[src/rtl/dmem_port_arbiter.sv]
// ============================================================================
// Module : dmem_port_arbiter
// Brief  : Shares the MemArray data port between the CPU load/store stage
//          (port A, fixed priority) and the loader / debug DMA (port B),
//          with a starvation guard and a bounded locked-burst mode for B.
// Rev    : 1.0  initial release
// ============================================================================
`default_nettype none

module dmem_port_arbiter #(
   parameter int DBITS      = 16,
   parameter int ABITS      = 12,
   parameter int STARVE_MAX = 8,
   parameter int BURST_MAX  = 4
) (
   input  logic             clk,
   input  logic             reset,
   input  logic             a_req,
   input  logic             a_we,
   input  logic [DBITS-1:0] a_addr,
   input  logic [DBITS-1:0] a_wdata,
   output logic             a_gnt,
   output logic [DBITS-1:0] a_rdata,
   output logic             a_rvalid,
   input  logic             b_req,
   input  logic             b_we,
   input  logic [DBITS-1:0] b_addr,
   input  logic [DBITS-1:0] b_wdata,
   input  logic             b_lock,
   output logic             b_gnt,
   output logic [DBITS-1:0] b_rdata,
   output logic             b_rvalid,
   output logic [ABITS-1:0] mem_addr,
   output logic [DBITS-1:0] mem_din,
   output logic             mem_we,
   input  logic [DBITS-1:0] mem_dout
);

   localparam int SW = $clog2(STARVE_MAX + 1);
   localparam int BW = $clog2(BURST_MAX + 1);
   localparam logic [SW-1:0] starve_lim = SW'(STARVE_MAX);
   localparam logic [BW-1:0] burst_lim  = BW'(BURST_MAX);

   // Owner of the previous cycle
   typedef enum logic [1:0] {
      S_IDLE   = 2'd0,
      S_OWN_A  = 2'd1,
      S_OWN_B  = 2'd2,
      S_LOCK_B = 2'd3
   } state_t;

   state_t          state, state_nxt;
   logic [SW-1:0]   starve_cnt, starve_nxt;
   logic [BW-1:0]   burst_cnt, burst_nxt;
   logic [BW-1:0]   beats_after;
   logic            grant_a, grant_b;

   // Byte-lane bit and high address bits are decoded outside this block
   logic unused_addr;
   assign unused_addr = ^{a_addr[0], b_addr[0],
                          a_addr[DBITS-1:ABITS+1], b_addr[DBITS-1:ABITS+1]};

   // Grant decision, ownership/burst/starvation next values
   always_comb begin
      grant_a     = 1'b0;
      grant_b     = 1'b0;
      state_nxt   = S_IDLE;
      burst_nxt   = '0;
      starve_nxt  = '0;
      beats_after = BW'(1);

      if (state == S_LOCK_B && b_req && burst_cnt < burst_lim)
         grant_b = 1'b1;
      else if (b_req && starve_cnt == starve_lim)
         grant_b = 1'b1;
      else if (a_req)
         grant_a = 1'b1;
      else if (b_req)
         grant_b = 1'b1;

      // A beat continuing a lock extends the count; any other B beat starts at 1
      if (state == S_LOCK_B && grant_b)
         beats_after = burst_cnt + BW'(1);

      if (grant_a) begin
         state_nxt = S_OWN_A;
      end else if (grant_b) begin
         if (b_lock && beats_after < burst_lim) begin
            state_nxt = S_LOCK_B;
            burst_nxt = beats_after;
         end else begin
            state_nxt = S_OWN_B;
         end
      end

      if (b_req && !grant_b)
         starve_nxt = (starve_cnt == starve_lim) ? starve_cnt : starve_cnt + SW'(1);
   end

   assign a_gnt    = grant_a;
   assign b_gnt    = grant_b;
   assign mem_addr = grant_b ? b_addr[ABITS:1] : a_addr[ABITS:1];
   assign mem_din  = grant_b ? b_wdata : a_wdata;
   assign mem_we   = (grant_a & a_we) | (grant_b & b_we);

   // Ownership state and counters
   always_ff @(posedge clk) begin
      if (reset) begin
         state      <= S_IDLE;
         starve_cnt <= '0;
         burst_cnt  <= '0;
      end else begin
         state      <= state_nxt;
         starve_cnt <= starve_nxt;
         burst_cnt  <= burst_nxt;
      end
   end

   // Read return: capture memory data for a granted read, pulse rvalid once
   always_ff @(posedge clk) begin
      if (reset) begin
         a_rdata  <= '0;
         a_rvalid <= 1'b0;
         b_rdata  <= '0;
         b_rvalid <= 1'b0;
      end else begin
         a_rvalid <= grant_a & ~a_we;
         b_rvalid <= grant_b & ~b_we;
         if (grant_a && !a_we)
            a_rdata <= mem_dout;
         if (grant_b && !b_we)
            b_rdata <= mem_dout;
      end
   end

endmodule

`default_nettype wire
[config.mk]
export PLATFORM = sky130hd
export DESIGN_NAME = dmem_port_arbiter
export DESIGN_NICKNAME = d
export VERILOG_FILES = /design/src/rtl/dmem_port_arbiter.sv
export SDC_FILE = /design/constraint.sdc
export NUM_CORES = 1
export LEC_CHECK = 0
export ABC_AREA = 1
export ABC_CLOCK_PERIOD_IN_PS = 3100
export BUFFER_PORTS_ARGS = -buffer_cell sky130_fd_sc_hd__buf_2
export CORE_UTILIZATION = 43
export CTS_CLUSTER_DIAMETER = 100
export DETAILED_ROUTE_END_ITERATION = 10
export GPL_TIMING_DRIVEN = 0
export HOLD_SLACK_MARGIN = 0.03
export PLACE_DENSITY = 0.85
export SLEW_MARGIN = 5
export SYNTH_ARGS = -nofsm -noshare
export SYNTH_HDL_FRONTEND = slang
export SYNTH_SLANG_ARGS = --single-unit
export TNS_END_PERCENT = 30
[constraint.sdc]
create_clock -name clk -period 3.1 [get_ports clk]
set_input_delay 0.155 -clock clk [delete_from_list [all_inputs] [get_ports clk]]
set_output_delay 0.155 -clock clk [all_outputs]
set_load 0.03 [all_outputs]
Word-level counts from Yosys, hierarchy flattened

Index checks and enable logic that the tools add are counted.

Bits in registers: 43
Bits of input ports: 87
Output and inout port bits: 65
Word-level logic and storage cells: 51

Add/subtract/negate cells: 2
Magnitude comparators: 2
Equal/unequal tests: 2
Muxes and demuxes: 13
Bitwise operators: 10
Reductions and logical operators: 14

Operators with widths:

| cell                                               | count |
|---|---|
| two-way mux 16 bit                                 | 1 |
| two-way mux 12 bit                                 | 1 |
| two-way mux 1 bit                                  | 10 |
| logical AND 1 bit                                  | 8 |
| less-than comparator 3 bit (second input constant) | 2 |
| NOT 1 bit                                          | 5 |
| adder 4 x 1 -> 4 bit (second input constant)       | 1 |
| bitwise AND 1 bit                                  | 4 |
| equality test 4 bit (second input constant)        | 1 |
| OR reduction 4 bit                                 | 1 |
| adder 3 x 1 -> 3 bit (second input constant)       | 1 |
| zero test 1 bit                                    | 3 |
| two-way mux 3 bit                                  | 1 |
| OR reduction 3 bit                                 | 1 |
| equality test 2 bit (second input constant)        | 1 |
| OR reduction 2 bit                                 | 1 |
| bitwise OR 1 bit                                   | 1 |

Logic depth before layout (Yosys ltp)

Gate-level depths: netlist of the first run.

Depth after elaboration: 11
Gate-level depth with buffers: 9
Depth with buffers taken out: 8

Worst setup path after synthesis of the first run

No wires, ideal clock.

Path type: register -> output
Start: register starve_cnt[0]
End: output port mem_we
Arrival: 1744 ps
Slack: 1201 ps
Stages on the path, launching flop included: 8
Buffers on the path: 1
Path through: dfxtp_1 inv_1 ha_1 nand4_2 nand3_4 inv_2 buf_4 o21ai_0

Word-level cells in the longest chain between the ends: 6
Elaborated cells between the ends (all ways): 9
Those cells by class: 1 x eq/ne; 4 x mux; 3 x bitwise; 1 x reduce/logical

Ends and longest elaborated chain:

| element                  | RTL line | RTL |
|---|---|---|
| start: declaration       | 53       | `logic [SW-1:0] starve_cnt, starve_nxt;` |
| start signal: assignment | 114      | `starve_cnt <= starve_nxt;` |
| equality test 4 bit *    | 74       | `else if (b_req && starve_cnt == starve_lim)` |
| logical AND 1 bit *      | 74       |  |
| two-way mux 1 bit        | 74       |  |
| two-way mux 1 bit        | 72       | `if (state == S_LOCK_B && b_req && burst_cnt < burst_lim)` |
| bitwise AND 1 bit        | 104      | `assign mem_we = (grant_a & a_we) \| (grant_b & b_we);` |
| bitwise OR 1 bit *       | 104      |  |
| end: declaration         | 35       | `output logic mem_we,` |

Every way passes the cells marked *; elsewhere a longest branch is shown, timed or not.

Final worst setup path of the first run

Start: register starve_cnt[0]
End: output port mem_din[10]

Word-level cells in the longest chain between the ends: 5

Ends and longest elaborated chain:

| element             | RTL line | RTL |
|---|---|---|
| equality test 4 bit | 74       |  |
| logical AND 1 bit   | 74       |  |
| two-way mux 1 bit   | 74       |  |
| two-way mux 1 bit   | 72       |  |
| two-way mux 16 bit  | 103      | `assign mem_din = grant_b ? b_wdata : a_wdata;` |
| end: declaration    | 34       | `output logic [DBITS-1:0] mem_din,` |

No other way between the ends.

==> results of run 1 <==
stage by stage:
stage	utilization	hold slack, ns	std cells	power, W	setup slack [ns]
floorplan	-	0.227	322	0.000843	1.20
global placement	0.633	0.334	517	0.000971	1.26
detailed placement	0.633	0.334	517	0.000978	1.26
CTS	0.661	0.0552	526	0.00143	0.919
global route	0.662	0.0563	528	0.00149	0.715
finish	0.662	0.0603	528	0.00142	0.914
what timing repair did:
item / 4_1_cts / 5_1_grt
endpoints found under the setup margin: 0 / 0
hold buffers: 1 / 0
hold endpoints to repair: 1 / 0
power by group:
group | switching [W] | internal (W)
clock | 0.000192 | 0.000261
sequential | 0.0000145 | 0.000582
combinational | 0.000245 | 0.000123
total | 0.000451 | 0.000966
per-layer routing:
layer  share of wire  global-route usage  vias to the layer above
li1                -                   -                     1267
met1            0.37               0.244                     1085
met2            0.49               0.438                      101
met3            0.11              0.0912                       13
met4           0.035               0.131                        0
met5               0                   0                        -
cells in the mapped netlist, drive strengths merged:
cell type	count
nor3	1
clkinv	1
dfxtp	43
o21ai	17
or2	1
buf	9
a21oi	2
and3	1
conb	1
nand2	127
nor2	72
nand4	3
clkbuf	5
xor2	2
nand3	8
ha	3
inv	26
sequential cells by signal, indices dropped and copies added (netlist names):
signal	count
a_rvalid	1
a_rdata	16
state	2
starve_cnt	4
b_rvalid	1
b_rdata	16
burst_cnt	3
worst max-delay path, stage by stage (launching register included):
cell and delay, ns:
dfxtp_1 0.38, inv_1 0.07, ha_1 0.24, nand4_2 0.13, nand3_4 0.13, inv_2 0.09
clkbuf_1 0.32, nand2_1 0.09, nand2_1 0.07, buf_2 0.19
worst paths after layout:
| kind | depth (start not counted) | end |
|---|---|---|
| worst max-delay path | 9 | mem_din[10] |
| worst min-delay path | 2 | a_rvalid$_SDFF_PP0_ |
| worst max register to register | 9 | a_rdata[7]$_SDFFE_PP0P_ |
| worst min register to register | 2 | b_rdata[14]$_SDFFE_PP0P_ |
area by class of cell:
class | instances | area, sq um | area share
multi-input cells | 238 | 1010 | 0.340
flip-flops and latches | 43 | 861 | 0.291
repair buffers | 144 | 726 | 0.245
inverters | 27 | 104 | 0.0351
clock buffers | 6 | 82.6 | 0.0279
plain buffers | 14 | 78.8 | 0.0266
well taps | 52 | 65.1 | 0.0220
clock inverters | 2 | 35.0 | 0.0118
diodes | 2 | 5.00 | 0.00169
kinds of logic (layout without fill, tap and decap cells):
family,count (synthesis),count (layout),share of synthesized area
AOI/OAI and AO/OA,19,19,0.0464
and+or+nand+nor,213,213,0.416
other,1,3,0.00183
adders and majority gates,3,3,0.0183
xor gates and xnor gates,2,2,0.00855
DFF,43,43,0.420
buffers and inverters,41,193,0.0891
cells in the final DEF (no fill, tap or decap), types with 2 or more instances in the layout:
cell / synthesis / layout
a21oi_1: 2 / 2
buf_2: 6 / 149
buf_6: 2 / 2
clkbuf_1: 5 / 5
clkbuf_8: 0 / 6
dfxtp_1: 43 / 43
diode_2: 0 / 2
ha_1: 3 / 3
inv_1: 23 / 23
inv_2: 2 / 2
nand2_1: 126 / 126
nand3_1: 7 / 7
nand4_1: 2 / 2
nor2_1: 71 / 71
o21ai_0: 17 / 17
xor2_1: 2 / 2
==> impl_metrics.json, run 1 <==
{
  "r2r_start": "starve_cnt[0]$_SDFFE_PP0P_",
  "yosysTopAreaCellShare": 0.420,
  "cts_buffers": 5,
  "cts_tree": "yes",
  "end_kind": "primary output",
  "avgSynthCellArea_sq_um": 6.36,
  "grt_pass1_vias": 2293,
  "critPathLaunch": "starve_cnt[0]$_SDFFE_PP0P_",
  "synth_cells": 322,
  "report.final.slew_viol_count": 0,
  "grt.total_usage": 0.244,
  "hp-class": "input pin to register",
  "postCtsSetupBuffers": 0,
  "reg2reg_slack_ns": 1.39,
  "ys_types": 25,
  "htree_levels": 2,
  "ant_nets": 0,
  "cts_buffer_depth": 2,
  "core_sq_um": 4470,
  "setup_viol": 0,
  "p_per_area_nw_per_um2": 478,
  "viasPerCell": 4.67,
  "peakVddDrop_mv": 0.390,
  "hp-start": "a_we",
  "hpwl_um": 4720,
  "fmax_mhz": 457,
  "io_buffers": 143,
  "final_cell_area_sq_um": 2960,
  "required_ns": 2.94,
  "cap_violations": 0,
  "crit_type": "register to primary output",
  "drive_above_1_share": 0.352,
  "synth_area_leader_cell": "dfxtp_1",
  "status": "finished with violations",
  "overflow": 0,
  "synth_seq_area_share": 0.420,
  "cts_resized": 0,
  "cts_root_buf": "clkbuf_8",
  "fin_skew_ns": 0.00323,
  "drt_iter0_drc": 125,
  "period_needed_ns": 2.19,
  "fillCellCount": 422,
  "place.gp.congestion": 0.755,
  "final_hold_viol_count": 0,
  "p_leak_nw": 1.77,
  "yosysWarningCount": 0,
  "violations": "DRC",
  "clk_pin_slew_worst_paths_ns": 0.08,
  "finalCritPeriodShare": 0.705,
  "synthTopCellsByArea": "dfxtp_1, nand2_1, nor2_1",
  "wl_um": 5880,
  "cp_max_fo": 10,
  "antenna_found_initial": 2,
  "place_area_sq_um": 2830,
  "grt_pass1_wl_um": 9660,
  "worstSkewPairLatency_ns": 0.30,
  "synth_area_sq_um": 2050,
  "syn_to_final_growth_pct": 44.6,
  "rsz0062_at_grt": "no",
  "fp.dieW_um": 71.0,
  "remaining_drc_errors": 13,
  "post_drt_wl_per_cell_um": 11.1,
  "yosys_register_bits": 43,
  "start_kind": "register",
  "clock-sinks": 43,
  "drt_pass1_iterations": 7,
  "syn_nets": 412,
  "vias": 2466,
  "io_pins": 152,
  "start_util": 0.458,
  "dieArea_sq_um": 5050,
  "arrival_ns": 2.03,
  "grt_max_degree": 14,
  "final_nets": 563,
  "die_h_um": 71.0,
  "num_rows": 24,
  "setup_tns_ns": 0
}
Power figures use the tool's default switching activity.
==> run 2, diff against run 1 <==
ABC_CLOCK_PERIOD_IN_PS = 2200   (was 3100)
CORE_UTILIZATION = 40   (was 43)
PLACE_DENSITY = 0.8   (was 0.85)
clock period = 2.2 ns   (was 3.1 ns; I/O delays follow)
==> run 2 against run 1 <==
The run now ends clean. Cell count increased by 2.7%. Global-route usage down 2.9 points. Critical endpoint is now mem_addr[3]. Sequential share of layout area down 0.26 points. Critical path type unchanged. Via count shrank 0.53%. Utilization is 4.2 points lower.
==> impl_metrics.json, run 2 (synthesis gave the netlist of run 1 again) <==
{
  "place.gp.congestion": 0.743,
  "crit_slowest_cell": "dfxtp_1",
  "start_kind": "register",
  "mostFrequentLayoutCells": "buf_2, nand2_1, nor2_1",
  "cap_violations": 0,
  "setup_tns_ns": 0,
  "core_sq_um": 4820,
  "postCtsSetupBuffers": 0,
  "setup_ws_ns": 0.160,
  "clk_pin_slew_worst_paths_ns": 0.09,
  "r2r_start": "starve_cnt[0]$_SDFFE_PP0P_",
  "arrival_ns": 1.93,
  "setup_viol": 0,
  "cts_buffers": 5,
  "fp.dieW_um": 73.6,
  "htree_levels": 2,
  "diodes": 0,
  "dieArea_sq_um": 5410,
  "viasPerCell": 4.53,
  "hp-start": "mem_dout[2]",
  "drt_pass1_iterations": 5,
  "io_buffers": 143,
  "cp_max_fo": 10,
  "wl_um": 6000,
  "cts_root_buf": "clkbuf_8",
  "fillCellCount": 486,
  "peakVddDrop_mv": 0.377,
  "vias": 2453,
  "end_kind": "primary output",
  "place_area_sq_um": 2850,
  "p_leak_nw": 1.78,
  "cts_buffer_depth": 2,
  "status": "finished clean",
  "fin_skew_ns": 0.00993,
  "final_hold_viol_count": 0,
  "start_util": 0.425,
  "cp_common_cell": "nand2_1",
  "post_drt_wl_per_cell_um": 11.1,
  "fmax_mhz": 490,
  "crit_buf_inv": 4,
  "grt_pass1_vias": 2145,
  "worstSkewPairLatency_ns": 0.30,
  "path_delay_family": "buffers and inverters",
  "cts_tree": "yes",
  "final_cell_area_sq_um": 2990,
  "crit_type": "register to primary output",
  "critPathLaunch": "starve_cnt[0]$_SDFFE_PP0P_",
  "drt_iter0_drc": 58,
  "critPathMaxStageDelay_ns": 0.39,
  "required_ns": 2.09,
  "num_rows": 25,
  "hpwl_um": 4850,
  "finalCritPeriodShare": 0.927,
  "pre_cts_ws_ns": 0.294,
  "period_needed_ns": 2.04,
  "rsz0062_at_grt": "no",
  "io_pins": 152,
  "remaining_drc_errors": 0,
  "antenna_found_initial": 0,
  "hp-class": "input pin to register",
  "reg_top3": "a_rdata x16, b_rdata x16, starve_cnt x4",
  "final_common_cell": "buf_2",
  "ant_nets": 0,
  "drive_above_1_share": 0.356,
  "grt.total_usage": 0.214,
  "grt_max_degree": 14,
  "clock-sinks": 43,
  "die_h_um": 73.6,
  "syn_to_final_growth_pct": 45.8,
  "overflow": 0,
  "grt_pass1_wl_um": 8960,
  "final_nets": 564,
  "p_per_area_nw_per_um2": 670,
  "report.final.slew_viol_count": 0,
  "path_cells": "inv_1 -> ha_1 -> nand4_2 -> nand3_4 -> inv_2 -> clkbuf_2 -> nand2_1 -> nand2_1 -> buf_2"
}
run 2: cell count changes in the layout (fill, tap and decap cells not counted), sizes merged:
cell / delta
diode: -2
dlygate4sd3: +1
run 2: area by class of cell:
cell class	count	area, sq um	share of cell area
multi-input cells	238	1010	0.337
clock buffers	6	82.6	0.0276
clock inverters	2	35.0	0.0117
flip-flops and latches	43	861	0.288
inverters	27	104	0.0347
plain buffers	14	81.3	0.0272
repair buffers	145	736	0.246
well taps	67	83.8	0.0280
run 2: timing repair:
action,4_1_cts,5_1_grt
hold endpoints to repair,2,0
pin swaps,0,0
endpoints found under the setup margin,8,10
hold buffers,2,0
gates resized for setup,1,2
run 2: tightest hold or removal path, cell delays in order:
cell	delay, ns
buf_2	0.08
o21ai_0	0.08
nor2_1	0.08
run 2: path summary, 6_finish.rpt:
check	to	slack [ns]	cells past startpoint
max reg2reg	a_rdata[4]$_SDFFE_PP0P_	0.46	9
min	b_rdata[2]$_SDFFE_PP0P_	0.08	3
min reg2reg	a_rdata[15]$_SDFFE_PP0P_	0.48	2
max	mem_addr[3]	0.16	9
run 2: per-layer routing:
| metal | share of wire | GRT usage |
|---|---|---|
| met2 | 0.50 | 0.405 |
| met4 | 0.013 | 0.0577 |
| met5 | 0 | 0 |
| met3 | 0.092 | 0.0727 |
| met1 | 0.39 | 0.223 |
run 2: per-stage QoR:
step	total power, W	util	hold WS (ns)	cells
finish	0.00200	0.621	0.0785	542
global route	0.00210	0.621	0.0820	542
CTS	0.00201	0.620	0.0783	542
detailed placement	0.00138	0.591	0.288	532
global placement	0.00137	0.591	0.288	532
floorplan	0.00119	-	0.182	322
run 2: power breakdown:
part / total, W / internal (W) / leakage [nW] / switching, W
clock: 0.000638 / 0.000367 / 0.0612 / 0.000270
sequential: 0.000840 / 0.000820 / 0.353 / 0.0000203
combinational: 0.000523 / 0.000175 / 1.37 / 0.000348
total: 0.00200 / 0.00136 / 1.78 / 0.000638
==> run 3, diff against run 2 <==
CORE_UTILIZATION = 42   (was 40)
CTS_BUF_LIST = sky130_fd_sc_hd__clkbuf_4   (was unset)
GPL_TIMING_DRIVEN = 1   (was 0)
PLACE_DENSITY = 0.83   (was 0.8)
==> run 3 against run 2 <==
Die area down 4.6%. Sequential share of layout area shrank 0.37 points. Largest power group unchanged. Worst hold slack got worse by 0.044 ns. Critical path type unchanged.
==> impl_metrics.json, run 3 (synthesis gave the netlist of run 1 again) <==
{
  "path_delay_family": "buffers and inverters",
  "clk_pin_slew_worst_paths_ns": 0.13,
  "place_area_sq_um": 2800,
  "io_buffers": 143,
  "ant_nets": 0,
  "fillCellCount": 422,
  "cts_tree": "yes",
  "cp_max_fo": 28,
  "overflow": 0,
  "cp_common_cell": "nand2_1",
  "clock-sinks": 43,
  "diodes": 0,
  "htree_levels": 2,
  "wl_um": 5960,
  "syn_to_final_growth_pct": 47.7,
  "worstSkewPairLatency_ns": 0.35,
  "period_needed_ns": 2.03,
  "final_common_cell": "buf_2",
  "grt_pass1_vias": 2169,
  "start_util": 0.434,
  "hpwl_um": 4330,
  "place.gp.congestion": 0.760,
  "grt.total_usage": 0.219,
  "path_cells": "inv_1 -> ha_1 -> nand4_2 -> nand3_4 -> buf_8 -> nand2_1 -> nand2_1 -> buf_2",
  "antenna_found_initial": 0,
  "core_sq_um": 4720,
  "drive_above_1_share": 0.338,
  "crit_slowest_cell": "dfxtp_1",
  "crit_buf_inv": 3,
  "finalCritPeriodShare": 0.924,
  "io_pins": 152,
  "crit_type": "register to primary output",
  "fin_skew_ns": 0.0118,
  "grt_max_degree": 31,
  "hold-worst-slack_ns": 0.0343,
  "pre_cts_ws_ns": 0.341,
  "vias": 2488,
  "final_hold_viol_count": 0,
  "final_cell_area_sq_um": 3030,
  "p_total_w": 0.00175,
  "required_ns": 2.09,
  "cts_buffers": 5,
  "report.final.slew_viol_count": 0,
  "drt_pass1_iterations": 4,
  "viasPerCell": 4.56,
  "num_rows": 25,
  "mostFrequentLayoutCells": "buf_2, nand2_1, nor2_1",
  "fp.dieW_um": 71.9,
  "cts_buffer_depth": 2,
  "die_h_um": 71.9,
  "setup_tns_ns": 0,
  "arrival_ns": 1.92,
  "fmax_mhz": 492,
  "cap_violations": 0,
  "rsz0062_at_grt": "no",
  "remaining_drc_errors": 0,
  "cts_root_buf": "clkbuf_4",
  "peakVddDrop_mv": 0.323,
  "p_per_area_nw_per_um2": 579,
  "reg_top3": "a_rdata x16, b_rdata x16, starve_cnt x4",
  "setup_ws_ns": 0.166,
  "setup_viol": 0,
  "grt_pass1_wl_um": 8860,
  "status": "finished clean",
  "p_leak_nw": 1.78,
  "start_kind": "register",
  "drt_iter0_drc": 113,
  "end_kind": "primary output",
  "final_nets": 568,
  "critPathMaxStageDelay_ns": 0.36,
  "post_drt_wl_per_cell_um": 10.9,
  "dieArea_sq_um": 5160,
  "hp-class": "input pin to register"
}
## run 3: changes by cell type in the layout (fill, tap and decap cells not counted), moves of 3 or more
cell,change
buf_2,-6
dlygate4sd3_1,+12
clkbuf_4,+5
clkbuf_1,-3
clkbuf_8,-6
buf_4,+4
## run 3: cell type report
type                       instances  area (sq um)  share of cell area
clock buffer                       5          37.5              0.0124
clock inverter                     3          15.0             0.00496
inverter                          27           116              0.0384
multi-input combinational        238          1010               0.332
sequential                        43           861               0.284
tap                               67          83.8              0.0277
timing repair buffer             163           908               0.300
## run 3: per-stage QoR
step | util | std cells
after CTS | 0.632 | 543
after global placement | 0.593 | 522
after global routing | 0.641 | 546
final | 0.641 | 546
after detailed placement | 0.593 | 522
after floorplan | - | 322
## run 3: report_power, final
| part | internal (W) | switching (W) | total, W |
|---|---|---|---|
| Clock | 0.000117 | 0.000255 | 0.000372 |
| Combinational | 0.000188 | 0.000350 | 0.000538 |
| Sequential | 0.000821 | 0.0000204 | 0.000841 |
## run 3: repair_timing
action,CTS,global route
setup endpoints to repair,29,29
resized for setup,1,5
setup buffers,0,2
hold buffers,13,1
pin swaps,0,0
hold endpoints to repair,13,1
## run 3: worst paths after layout
check	startpoint	to	slack (ns)	cells past startpoint
worst max-delay path	starve_cnt[0]$_SDFFE_PP0P_	mem_din[0]	0.17	8
worst min-delay path	mem_dout[0]	b_rdata[0]$_SDFFE_PP0P_	0.03	3
worst max register to register	starve_cnt[0]$_SDFFE_PP0P_	b_rdata[1]$_SDFFE_PP0P_	0.37	9
worst min register to register	b_rdata[12]$_SDFFE_PP0P_	b_rdata[12]$_SDFFE_PP0P_	0.49	2
## run 3: worst min-delay path, stage by stage
cell	delay, ns
buf_2	0.08
o21ai_0	0.07
nor2_1	0.09
## run 3: routing by layer
metal / up-vias / part of all wire / GRT usage
li1: 1282 / - / -
met1: 1108 / 0.38 / 0.206
met2: 90 / 0.53 / 0.438
met3: 8 / 0.085 / 0.0731
met4: 0 / 0.011 / 0.0675
met5: - / 0 / 0
